## src/rtl/mips_pkg.sv

```systemverilog
// Shared encodings for the MIPS memory stage: write-back source select
// and the data-memory handshake state machine.
package mips_pkg;

    // Write-back source select (super_selM)
    localparam logic [1:0] SS_ALU   = 2'b00;
    localparam logic [1:0] SS_HI    = 2'b01;
    localparam logic [1:0] SS_LO    = 2'b10;
    localparam logic [1:0] SS_SHIFT = 2'b11;

    // Data-memory handshake states
    localparam logic [0:0] ST_IDLE = 1'b0;
    localparam logic [0:0] ST_WAIT = 1'b1;

endpackage

```

## src/rtl/hilo_reg.sv

```systemverilog
// HI/LO register pair written together by a multu commit.
module hilo_reg #(
    parameter int DW = 32
) (
    input  logic          clk,
    input  logic          rst,
    input  logic          we,
    input  logic [DW-1:0] hi_d,
    input  logic [DW-1:0] lo_d,
    output logic [DW-1:0] hi_q,
    output logic [DW-1:0] lo_q
);

    // Capture both halves of the product when a multu commits
    always_ff @(posedge clk or posedge rst) begin
        if (rst) begin
            hi_q <= '0;
            lo_q <= '0;
        end else if (we) begin
            hi_q <= hi_d;
            lo_q <= lo_d;
        end
    end

endmodule

```

## src/rtl/mem_stage.sv

```systemverilog
// MIPS memory stage: data-memory req/ack handshake, HI/LO commit, branch/jump
// redirect resolution and the MEM/WB pipeline register.
// Optional build macro DM_TIMEOUT_EN: abort a memory access after MAX_WAIT
// wait cycles, pulse dm_err and commit the instruction (loads write 0).
module mem_stage #(
    parameter int DW       = 32,
    parameter int RA_W     = 5,
    parameter int MAX_WAIT = 255
) (
    input  logic            clk,
    input  logic            rst,
    input  logic            validM,
    input  logic            we_dmM,
    input  logic            dm2regM,
    input  logic            we_regM,
    input  logic            jal_selM,
    input  logic            jr_selM,
    input  logic            branchM,
    input  logic            jumpM,
    input  logic            multu_enM,
    input  logic            zeroM,
    input  logic [1:0]      super_selM,
    input  logic [2*DW-1:0] alu_outM,
    input  logic [DW-1:0]   wd_dmM,
    input  logic [DW-1:0]   shiftyM,
    input  logic [DW-1:0]   pc_plus_4M,
    input  logic [DW-1:0]   btaM,
    input  logic [DW-1:0]   jtaM,
    input  logic [DW-1:0]   alu_paM,
    input  logic [RA_W-1:0] rf_waM,
    output logic            dm_req,
    output logic            dm_we,
    output logic [DW-1:0]   dm_addr,
    output logic [DW-1:0]   dm_wdata,
    input  logic            dm_ack,
    input  logic [DW-1:0]   dm_rdata,
    output logic            stall_mem,
    output logic            redir_valid,
    output logic [DW-1:0]   redir_pc,
    output logic            validW,
    output logic            we_regW,
    output logic [RA_W-1:0] rf_waW,
    output logic [DW-1:0]   wd_rfW,
    output logic [DW-1:0]   hi_q,
    output logic [DW-1:0]   lo_q,
    output logic            dm_err
);

    import mips_pkg::*;

    logic [0:0]    r_state;
    logic [0:0]    w_state_next;
    logic          w_mem_op;
    logic          w_timeout;
    logic          w_commit;
    logic [DW-1:0] w_load_data;
    logic [DW-1:0] w_wd_next;

    // Reset is folded in so the request drops the instant rst rises, even mid-WAIT
    assign w_mem_op  = validM & (dm2regM | we_dmM) & ~rst;
    assign dm_req    = w_mem_op & ((r_state == ST_IDLE) | (r_state == ST_WAIT));
    assign dm_we     = we_dmM;
    assign dm_addr   = alu_outM[DW-1:0];
    assign dm_wdata  = wd_dmM;
    assign stall_mem = w_mem_op & ~dm_ack & ~w_timeout;
    assign w_commit  = validM & ~rst & ~stall_mem;

`ifdef DM_TIMEOUT_EN
    localparam int CNT_W = (MAX_WAIT > 1) ? $clog2(MAX_WAIT) : 1;

    logic [CNT_W-1:0] r_wait_cnt;

    // The MAX_WAIT-th WAIT cycle without an ack aborts the access
    assign w_timeout = w_mem_op & (r_state == ST_WAIT) & ~dm_ack
                     & (r_wait_cnt == CNT_W'(MAX_WAIT - 1));

    // Count consecutive WAIT cycles; cleared whenever the FSM leaves WAIT
    always_ff @(posedge clk or posedge rst) begin
        if (rst) begin
            r_wait_cnt <= '0;
        end else if (r_state == ST_WAIT && w_state_next == ST_WAIT) begin
            r_wait_cnt <= r_wait_cnt + 1'b1;
        end else begin
            r_wait_cnt <= '0;
        end
    end
`else
    assign w_timeout = 1'b0;
`endif

    assign dm_err = w_timeout;

    // An aborted load returns zero rather than whatever is on the bus
    assign w_load_data = w_timeout ? '0 : dm_rdata;

    // Handshake next state: wait only when the ack misses the request cycle
    always_comb begin
        w_state_next = r_state;
        case (r_state)
            ST_IDLE: if (w_mem_op && !dm_ack) w_state_next = ST_WAIT;
            default: if (!w_mem_op || dm_ack || w_timeout) w_state_next = ST_IDLE;
        endcase
    end

    // Handshake state register
    always_ff @(posedge clk or posedge rst) begin
        if (rst) begin
            r_state <= ST_IDLE;
        end else begin
            r_state <= w_state_next;
        end
    end

    // Write-back value; HI/LO reads see the values before this instruction's multu
    always_comb begin
        w_wd_next = alu_outM[DW-1:0];
        if (jal_selM) begin
            w_wd_next = pc_plus_4M;
        end else if (dm2regM) begin
            w_wd_next = w_load_data;
        end else begin
            case (super_selM)
                SS_HI:    w_wd_next = hi_q;
                SS_LO:    w_wd_next = lo_q;
                SS_SHIFT: w_wd_next = shiftyM;
                default:  w_wd_next = alu_outM[DW-1:0];
            endcase
        end
    end

    // PC redirect, only in the cycle the instruction actually commits
    always_comb begin
        redir_valid = 1'b0;
        redir_pc    = '0;
        if (w_commit) begin
            if (jr_selM) begin
                redir_valid = 1'b1;
                redir_pc    = alu_paM;
            end else if (jumpM) begin
                redir_valid = 1'b1;
                redir_pc    = jtaM;
            end else if (branchM && zeroM) begin
                redir_valid = 1'b1;
                redir_pc    = btaM;
            end
        end
    end

    // MEM/WB register: commit loads the result, otherwise insert a bubble
    always_ff @(posedge clk or posedge rst) begin
        if (rst) begin
            validW  <= 1'b0;
            we_regW <= 1'b0;
            rf_waW  <= '0;
            wd_rfW  <= '0;
        end else if (w_commit) begin
            validW  <= 1'b1;
            we_regW <= we_regM;
            rf_waW  <= rf_waM;
            wd_rfW  <= w_wd_next;
        end else begin
            validW  <= 1'b0;
            we_regW <= 1'b0;
        end
    end

    hilo_reg #(
        .DW (DW)
    ) u_hilo (
        .clk  (clk),
        .rst  (rst),
        .we   (w_commit & multu_enM),
        .hi_d (alu_outM[2*DW-1:DW]),
        .lo_d (alu_outM[DW-1:0]),
        .hi_q (hi_q),
        .lo_q (lo_q)
    );

endmodule

```

## config.mk

```make
export PLATFORM = sky130hd
export DESIGN_NAME = mem_stage
export DESIGN_NICKNAME = d
export VERILOG_FILES = /design/src/rtl/mips_pkg.sv /design/src/rtl/hilo_reg.sv /design/src/rtl/mem_stage.sv
export SDC_FILE = /design/constraint.sdc
export NUM_CORES = 1
export LEC_CHECK = 0
export BUFFER_PORTS_ARGS = -buffer_cell sky130_fd_sc_hd__buf_2
export CAP_MARGIN = 0
export CORE_AREA = 3 3 199 201
export DETAILED_ROUTE_END_ITERATION = 8
export DIE_AREA = 0 0 202 204
export GPL_TIMING_DRIVEN = 0
export PLACE_DENSITY = 0.46
export SETUP_SLACK_MARGIN = 0.4
export SKIP_LAST_GASP = 1
export SLEW_MARGIN = 15
export SYNTH_ARGS = -nofsm -noshare
export SYNTH_HDL_FRONTEND = slang
export SYNTH_SLANG_ARGS = --single-unit
```

## constraint.sdc

```tcl
create_clock -name clk -period 4 [get_ports clk]
set_clock_uncertainty 0.05 [all_clocks]
set_input_delay 0.4 -clock clk [delete_from_list [all_inputs] [get_ports clk]]
set_output_delay 0.4 -clock clk [all_outputs]
set_load 0.1 [all_outputs]
```

==> results of run 1 <==
-- Yosys cell counts --
cell / number
dfrtp_1: 103
nor2_4: 1
nor3_1: 32
and2_1: 1
o21ai_0: 2
buf_6: 11
inv_6: 1
a21oi_1: 1
or2_1: 1
clkbuf_2: 1
nor2_1: 2
clkbuf_1: 18
nand2_1: 80
nand2_8: 1
mux2i_1: 96
mux2_4: 60
a221oi_1: 32
buf_2: 16
nor2b_1: 35
o221ai_1: 32
o21ai_1: 30
mux2_2: 4
nand2b_1: 1
o21ai_4: 1
inv_1: 1
conb_1: 1
buf_4: 73
-- how the worst max path moves through the flow --
stage / to / depth (start not counted) / start / slack, ns
detailed placement: redir_pc[13] / 6 / jumpM / 1.10
global route: redir_pc[13] / 6 / jumpM / 1.05
finish: redir_pc[13] / 6 / jumpM / 1.09
CTS: redir_pc[13] / 6 / jumpM / 1.10
global placement: u_hilo.lo_q[12] / 2 / rst / -1.12
floorplan: redir_pc[10] / 5 / validM / 0.38
-- routing by layer --
layer,global-route usage,vias up,wire (um),share of wire
li1,-,3200,-,-
met1,0.175,3256,13000,0.40
met2,0.277,304,16700,0.51
met3,0.0398,31,2170,0.067
met4,0.0456,2,716,0.022
met5,0,-,13,0.00040
-- power by group --
group / internal (uW) / leakage [uW] / total [uW] / switching, uW
sequential: 1260 / 0.00126 / 1420 / 167
clock: 562 / 0.000155 / 1000 / 440
combinational: 666 / 0.00411 / 3150 / 2480
total: 2490 / 0.00552 / 5580 / 3090
-- placed cells by master (no fill, tap or decap), types with 2 or more instances in the layout --
cell,count
a221oi_1,32
clkbuf_1,19
mux2i_1,96
bufinv_16,2
mux2_2,4
o21ai_0,2
buf_6,11
nor2_1,2
o21ai_1,30
buf_2,489
buf_4,73
nor2b_1,34
clkbuf_16,9
mux2_4,60
inv_6,2
dfrtp_1,103
nor3_1,22
nand2_1,80
nor3_2,10
o221ai_1,32
clkinv_2,2
-- cell type report --
type	count	share of cell area
Clock inverter	4	0.00686
Clock buffer	11	0.0238
Timing Repair Buffer	474	0.235
Buffer	119	0.0808
Sequential cell	103	0.252
Inverter	2	0.00172
Antenna cell	1	0.000245
Tap cell	511	0.0626
Multi-Input combinational cell	413	0.337
-- state kept, by name (all words and copies together) (netlist names) --
name / count
u_hilo.lo_q: 32
u_hilo.hi_q: 32
wd_rfW: 32
rf_waW: 5
we_regW: 1
validW: 1
-- through the flow --
stage	util	instance area, sq um	TNS [ns]	setup slack (ns)
floorplan	-	6860	0	0.376
CTS	0.270	10200	0	1.10
global route	0.270	10200	0	1.05
finish	0.270	10200	0	1.09
global placement	0.261	9860	-114.23	-1.12
detailed placement	0.262	9900	0	1.10
-- kinds of logic (layout without fill, tap and decap cells) --
family | after synthesis | after routing
mux | 160 | 160
flops | 103 | 103
compound gates | 98 | 98
other cells | 1 | 2
buf+inv | 121 | 610
simple gates | 154 | 154
==> results.yml, run 1 <==
clock_network:
  cts_tree: "built"
  htree_levels: 3
  cts_resized: 0
  cts.sinks: 103
  path_clk_slew_ns: 0.08
  cts_hold_buf: 0
  cts.path.max_buffers: 2
  numCtsBuffers: 9
  clk_latency_ns: 0.37
  postCtsSetupRepairBufs: 0
  cts-root-buf: "clkbuf_16"
timing:
  slew_headroom: 0.559
  finalHoldViolCount: 0
  rsz0062_at_grt: "false"
  period_minus_slack_ns: 2.91
  timing.hold.ws_ns: 0.0179
  min_period_over_period: 0.726
  tightestPinTransition_ns: 0.662
  maxSlewViolCount: 0
  setup_viol: 0
  max_freq_ghz: 0.344
routing:
  wl_per_cell_um: 19.9
  dr.first_iter.drc_count: 269
  ant_nets: 0
  via_per_inst: 4.15
  vias: 6793
  drtPass1Iterations: 4
  drc_errors: 0
  routed_wl_um: 32600
synth:
  synth_top_area_cell: "dfrtp_1"
  synth_cells: 637
  synth_fp_nets: 945
  synth_top_family_by_area: "multiplexers"
  yosys.area_share.adder: 0
  synth_area_sq_mm: 0.00680
  ys_seq_elements: 103
  yosys.area.top_type_share: 0.379
  synth-compound-area-share: 0.109
  yosysWarningCount: 0
  synth_cell_types: 27
  yosys.area_share.simple: 0.108
  ys_seq_area_frac: 0.379
  muxShareOfSynthArea: 0.280
  synth_xor_area_frac: 0
  syn-mean-instance-area_sq_um: 10.7
  synthTopCellsByArea: "dfrtp_1, mux2i_1, mux2_4"
global_route:
  grt_pass1_vias: 7133
  grt_first_pass_wirelength_um: 46600
  grt_max_degree: 54
  antenna_found_initial: 2
  grt.overflow.total: 0
  grt.total_usage: 0.152
placed_design:
  post-place-cells: 1622
  hpwlAfterDp_um: 26400
  portBuffers: 473
  gp_congestion: 0.859
flow_run:
  maxCapViolCount: 0
setup_path:
  reg2reg_to: "wd_rfW[10]"
  crit_chain: "clkbuf_1 > nor2_1 > clkbuf_1 > a221oi_1 > nor3_2 > buf_2"
  cp_max_fo: 10
  path_class: "in2out"
  reg2reg_slack_ns: 2.68
  critical-path-slowest-cell: "buf_2"
  worstSetupStartpointType: "input pin"
  r2r-start: "u_hilo.lo_q[10]"
  cpLargestDelayFamily: "buffers and inverters"
  cp.arrival_ns: 2.46
  path_common_cell: "clkbuf_1"
  cp-end-kind: "output port"
  critPathRequiredTime_ns: 3.55
  critPathMaxStageDelay_ns: 0.50
  critPathBufInv: 3
  reg2reg_depth: 4
min_path:
  hold_class: "in2async"
pwr:
  power_uw: 5580
  vdd_drop_max_mv: 0.353
  power_leakage_uw: 0.00552
  powerDensity_mw_per_mm2: 546
floorplan:
  io-pin-count: 512
  start_util: 0.180
  die_x_um: 202
  core-area_sq_mm: 0.0378
  dieArea_sq_mm: 0.0412
  die_h_um: 204
  rows: 71
run_status:
  run_status: "completed"
layout:
  fillers: 4115
  syn_to_final_growth_pct: 50.1
  regArea_sq_mm: 0.00258
  multi_input_area_sq_mm: 0.00344
  nNetsFinal: 1430
  drive_gt1_frac: 0.594
  final_cells: 1638
(Power assumes the default switching activity.)
==> run 2, diff against run 1 <==
==> constraint.sdc (replaced) <==
create_clock -name clk -period 2.8 [get_ports clk]
set_clock_uncertainty 0.05 [all_clocks]
set_input_delay 0.28 -clock clk [delete_from_list [all_inputs] [get_ports clk]]
set_output_delay 0.28 -clock clk [all_outputs]
set_load 0.1 [all_outputs]
==> results.yml, run 2 (same netlist as run 1, synthesis figures left out) <==
layout:
  syn_to_final_growth_pct: 56.3
  final_cell_mix: "buf_2, dfrtp_1, mux2i_1"
  diodes: 0
  multi_input_area_sq_mm: 0.00373
  nNetsFinal: 1434
  fillers: 4060
  layout_commonest_cell: "buf_2"
  regArea_sq_mm: 0.00258
  drive_gt1_frac: 0.618
  largestRegisters: "u_hilo.hi_q (32), u_hilo.lo_q (32), wd_rfW (32)"
floorplan:
  die_x_um: 202
  io-pin-count: 512
  die_h_um: 204
  core-area_sq_mm: 0.0378
  dieArea_sq_mm: 0.0412
  rows: 71
  start_util: 0.180
routing:
  wl_met2_um: 16900
  dr.first_iter.drc_count: 251
  top_layer: "met5"
  drtPass1Iterations: 5
  ant_nets: 0
  route.met3.wl_um: 2250
  via_per_inst: 4.17
  routed_wl_um: 32800
  drc_errors: 0
  wl_per_cell_um: 20.0
  vias: 6842
  wl_met1_um: 12900
setup_path:
  crit_chain: "buf_2 > nor2b_1 > o21ai_4 > buf_2 > buf_4 > nor3_4 > buf_2"
  path_class: "in2out"
  crit_path_start: "rst"
  cp_max_fo: 10
  cp-end-kind: "output port"
  reg2reg_depth: 4
  critical-path-slowest-cell: "buf_2"
  cp.arrival_ns: 1.94
  r2r-start: "u_hilo.hi_q[11]"
  reg2reg_slack_ns: 1.53
  critPathMaxStageDelay_ns: 0.45
  reg2reg_to: "wd_rfW[11]"
  worstSetupStartpointType: "input pin"
  path_common_cell: "buf_2"
  critPathRequiredTime_ns: 2.47
  critPathBufInv: 4
  cpLargestDelayFamily: "buffers and inverters"
  worstSetupPathDepth: 7
timing:
  tns_ns: 0
  timing.hold.ws_ns: 0.0440
  min_period_over_period: 0.811
  rsz0062_at_grt: "true"
  maxSlewViolCount: 0
  max_freq_ghz: 0.440
  finalHoldViolCount: 0
  tightestPinTransition_ns: 0.662
  setup_viol: 0
  period_minus_slack_ns: 2.27
  slew_headroom: 0.558
min_path:
  hold_end: "rf_waW[0]"
  min_path_cells: 3
  hold_class: "in2reg"
  min-delay-start: "rf_waM[0]"
clock_network:
  numCtsBuffers: 9
  cts.path.max_buffers: 2
  cts_tree: "built"
  clk_latency_ns: 0.37
  cts-root-buf: "clkbuf_16"
  postCtsSetupRepairBufs: 0
  cts.sinks: 103
  htree_levels: 3
  path_clk_slew_ns: 0.08
placed_design:
  hpwlAfterDp_um: 27100
  portBuffers: 473
  gp_congestion: 0.826
run_status:
  run_status: "completed"
global_route:
  grt.total_usage: 0.153
  grt.overflow.total: 0
  grt_first_pass_wirelength_um: 47200
  antenna_found_initial: 5
  grt_pass1_vias: 7308
  grt_max_degree: 30
pwr:
  power_leakage_uw: 0.00561
  powerDensity_mw_per_mm2: 755
  vdd_drop_max_mv: 0.589
flow_run:
  maxCapViolCount: 0
-- run 2: cell types whose count changed in the layout (fill, tap and decap cells not counted), moves of 5 or more --
cell	delta
buf_2	-24
nor3_4	+28
buf_4	+5
clkbuf_4	+19
nor3_2	-6
nor3_1	-22
-- run 2: stage by stage --
stage	instance area (sq um)	utilization	instances	power, uW	setup WS [ns]
after floorplan	7150	-	637	5710	0.0821
after global placement	10200	0.269	1621	6630	0.166
after detailed placement	10200	0.271	1625	6660	0.257
after CTS	10600	0.280	1642	8130	0.405
after global routing	10600	0.282	1642	8340	0.399
final	10600	0.282	1642	8030	0.528
-- run 2: final cells by class --
class                   count  area share
multi-input cells         413       0.351
inverters                   2     0.00153
well taps                 511      0.0601
clock inverters             4     0.00482
clock buffers              12      0.0251
plain buffers             119      0.0784
repair buffers            478       0.237
flip-flops and latches    103       0.242
-- run 2: worst max-delay path by stage --
stage                      end  slack (ns)
5_1_grt           redir_pc[13]        0.40
3_3_place_gp   u_hilo.hi_q[18]        0.17
3_5_place_dp       redir_pc[8]        0.26
4_1_cts            redir_pc[8]        0.41
2_1_floorplan        stall_mem        0.08
6_report          redir_pc[14]        0.53
-- run 2: layer usage --
metal | GRT usage | up-vias
met5 | 0 | -
met4 | 0.0483 | 6
met3 | 0.0409 | 45
met2 | 0.276 | 324
met1 | 0.177 | 3261
li1 | - | 3206
-- run 2: where the power goes --
group	leakage, uW	total [uW]	internal, uW	switching (uW)
registers	0.00126	2040	1800	239
clock network	0.000155	1430	771	655
logic	0.00420	4570	981	3580
-- run 2: repair_timing --
action | CTS | global route
hold buffers | 1 | 0
gates resized for setup | 5 | 21
endpoints found under the setup margin | 29 | 28
hold endpoints to repair | 29 | 0
-- run 2: worst register-to-register path, cell delays in order, from the launching register on --
cell and delay, ns:
dfrtp_1 0.40, mux2i_1 0.21, o221ai_1 0.16, mux2i_1 0.23
o21ai_1 0.08
==> run 3, diff against run 2 <==
==> constraint.sdc (replaced) <==
create_clock -name clk -period 2.1 [get_ports clk]
set_clock_uncertainty 0.05 [all_clocks]
set_input_delay 0.21 -clock clk [delete_from_list [all_inputs] [get_ports clk]]
set_output_delay 0.21 -clock clk [all_outputs]
set_load 0.1 [all_outputs]
==> results.yml, run 3 (same netlist as run 1, synthesis figures left out) <==
timing:
  slew_headroom: 0.570
  rsz0062_at_grt: "true"
  maxSlewViolCount: 0
  period_minus_slack_ns: 1.68
  setup_viol: 0
  finalHoldViolCount: 0
  max_freq_ghz: 0.594
  tightestPinTransition_ns: 0.645
  min_period_over_period: 0.802
layout:
  nNetsFinal: 1474
  fillers: 4020
  final_cell_mix: "buf_2, dfrtp_1, mux2i_1"
  drive_gt1_frac: 0.615
  layout_commonest_cell: "buf_2"
  fin_area_sq_mm: 0.0114
  syn_to_final_growth_pct: 66.9
  final_cells: 1683
  largestRegisters: "u_hilo.hi_q (32), u_hilo.lo_q (32), wd_rfW (32)"
setup_path:
  critPathRequiredTime_ns: 1.84
  worstSetupStartpointType: "input pin"
  cp_max_fo: 8
  path_class: "in2out"
  cp.arrival_ns: 1.42
  cp-end-kind: "output port"
clock_network:
  cts.path.max_buffers: 2
  cts.sinks: 103
  clk_latency_ns: 0.38
  htree_levels: 3
  cts_tree: "built"
  path_clk_slew_ns: 0.07
  cts-root-buf: "clkbuf_16"
  numCtsBuffers: 9
global_route:
  grt_max_degree: 32
  grt.total_usage: 0.156
  grt_first_pass_wirelength_um: 48000
  grt.overflow.total: 0
  grt_pass1_vias: 7549
  antenna_found_initial: 2
floorplan:
  core-area_sq_mm: 0.0378
  die_h_um: 204
  die_x_um: 202
  io-pin-count: 512
  dieArea_sq_mm: 0.0412
  start_util: 0.180
  rows: 71
routing:
  dr.first_iter.drc_count: 232
  wl_per_cell_um: 19.7
  via_per_inst: 4.13
  routed_wl_um: 33100
  ant_nets: 0
  drc_errors: 0
  drtPass1Iterations: 4
  vias: 6959
placed_design:
  gp_congestion: 0.832
  place_area_sq_mm: 0.0103
  portBuffers: 473
  post-place-cells: 1624
  hpwlAfterDp_um: 26700
min_path:
  hold_class: "in2reg"
flow_run:
  maxCapViolCount: 0
pwr:
  powerDensity_mw_per_mm2: 945
  power_leakage_uw: 0.00589
  vdd_drop_max_mv: 0.690
run_status:
  run_status: "completed"
[run 3: changes by cell type in the layout (fill, tap and decap cells not counted), moves of 5 or more]
cell           before  now
buf_8               0    5
buf_12              3   10
buf_4              78   87
clkbuf_1           17    8
dlygate4sd3_1       1   36
clkbuf_4           19    1
clkbuf_2            2    9
buf_2             465  449
buf_6              11   28
[run 3: cell type report]
| cell class | count | area (sq um) | share of cell area |
|---|---|---|---|
| Buffer | 119 | 940 | 0.0828 |
| Tap cell | 511 | 639 | 0.0563 |
| Sequential cell | 103 | 2580 | 0.227 |
| Clock inverter | 6 | 70.1 | 0.00617 |
| Antenna cell | 1 | 2.50 | 0.000220 |
| Multi-Input combinational cell | 413 | 3800 | 0.334 |
| Timing Repair Buffer | 518 | 3070 | 0.271 |
| Clock buffer | 10 | 239 | 0.0210 |
| Inverter | 2 | 16.3 | 0.00143 |
[run 3: through the flow]
stage	TNS (ns)	hold slack (ns)	setup WS, ns	total power [uW]	util
after CTS	0	0.00745	0.404	10900	0.298
after detailed placement	-0.675	0.276	-0.0491	8880	0.273
after global routing	0	0.0220	0.375	11200	0.301
after global placement	-46.40	0.356	-0.462	8840	0.271
final	0	0.0353	0.415	10700	0.301
after floorplan	-0.966	0.265	-0.412	7620	-
[run 3: repair_timing]
action | 4_1_cts | 5_1_grt
gates cloned | 1 | 1
endpoints found under the hold margin | 53 | 0
resized for setup | 81 | 12
setup buffers | 2 | 2
setup endpoints to repair | 33 | 19
hold buffers | 36 | 0
pin swaps | 4 | 4
[run 3: worst paths after layout]
| kind | to | startpoint | cells after the start | slack, ns |
|---|---|---|---|---|
| worst min register to register | rf_waW[1] | rf_waW[1] | 2 | 0.42 |
| worst max-delay path | redir_pc[11] | dm2regM | 7 | 0.42 |
| worst max register to register | wd_rfW[11] | u_hilo.lo_q[11] | 4 | 0.81 |
| min in group asynchronous | rf_waW[1] | rst | 3 | 0.45 |
| max in group asynchronous | u_hilo.hi_q[11] | rst | 5 | 0.74 |
| worst min-delay path | u_hilo.hi_q[30] | alu_outM[62] | 2 | 0.04 |
[run 3: report_power, final]
part	internal, uW	switching, uW	total [uW]
registers	2400	310	2710
clock network	962	853	1810
logic	1400	4810	6210
total	4760	5970	10700
[run 3: worst max-delay path, cell delays in order]
cell     delay, ns
buf_8         0.13
nor2_4        0.14
o21ai_4       0.09
buf_12        0.17
buf_16        0.15
nor3_4        0.29
buf_12        0.22
[run 3: layer usage]
metal / GRT usage / wire length (um) / vias to the layer above
li1: - / - / 3291
met4: 0.0503 / 789 / 2
met1: 0.179 / 12900 / 3303
met5: 0 / 10 / -
met2: 0.282 / 17100 / 326
met3: 0.0409 / 2370 / 37
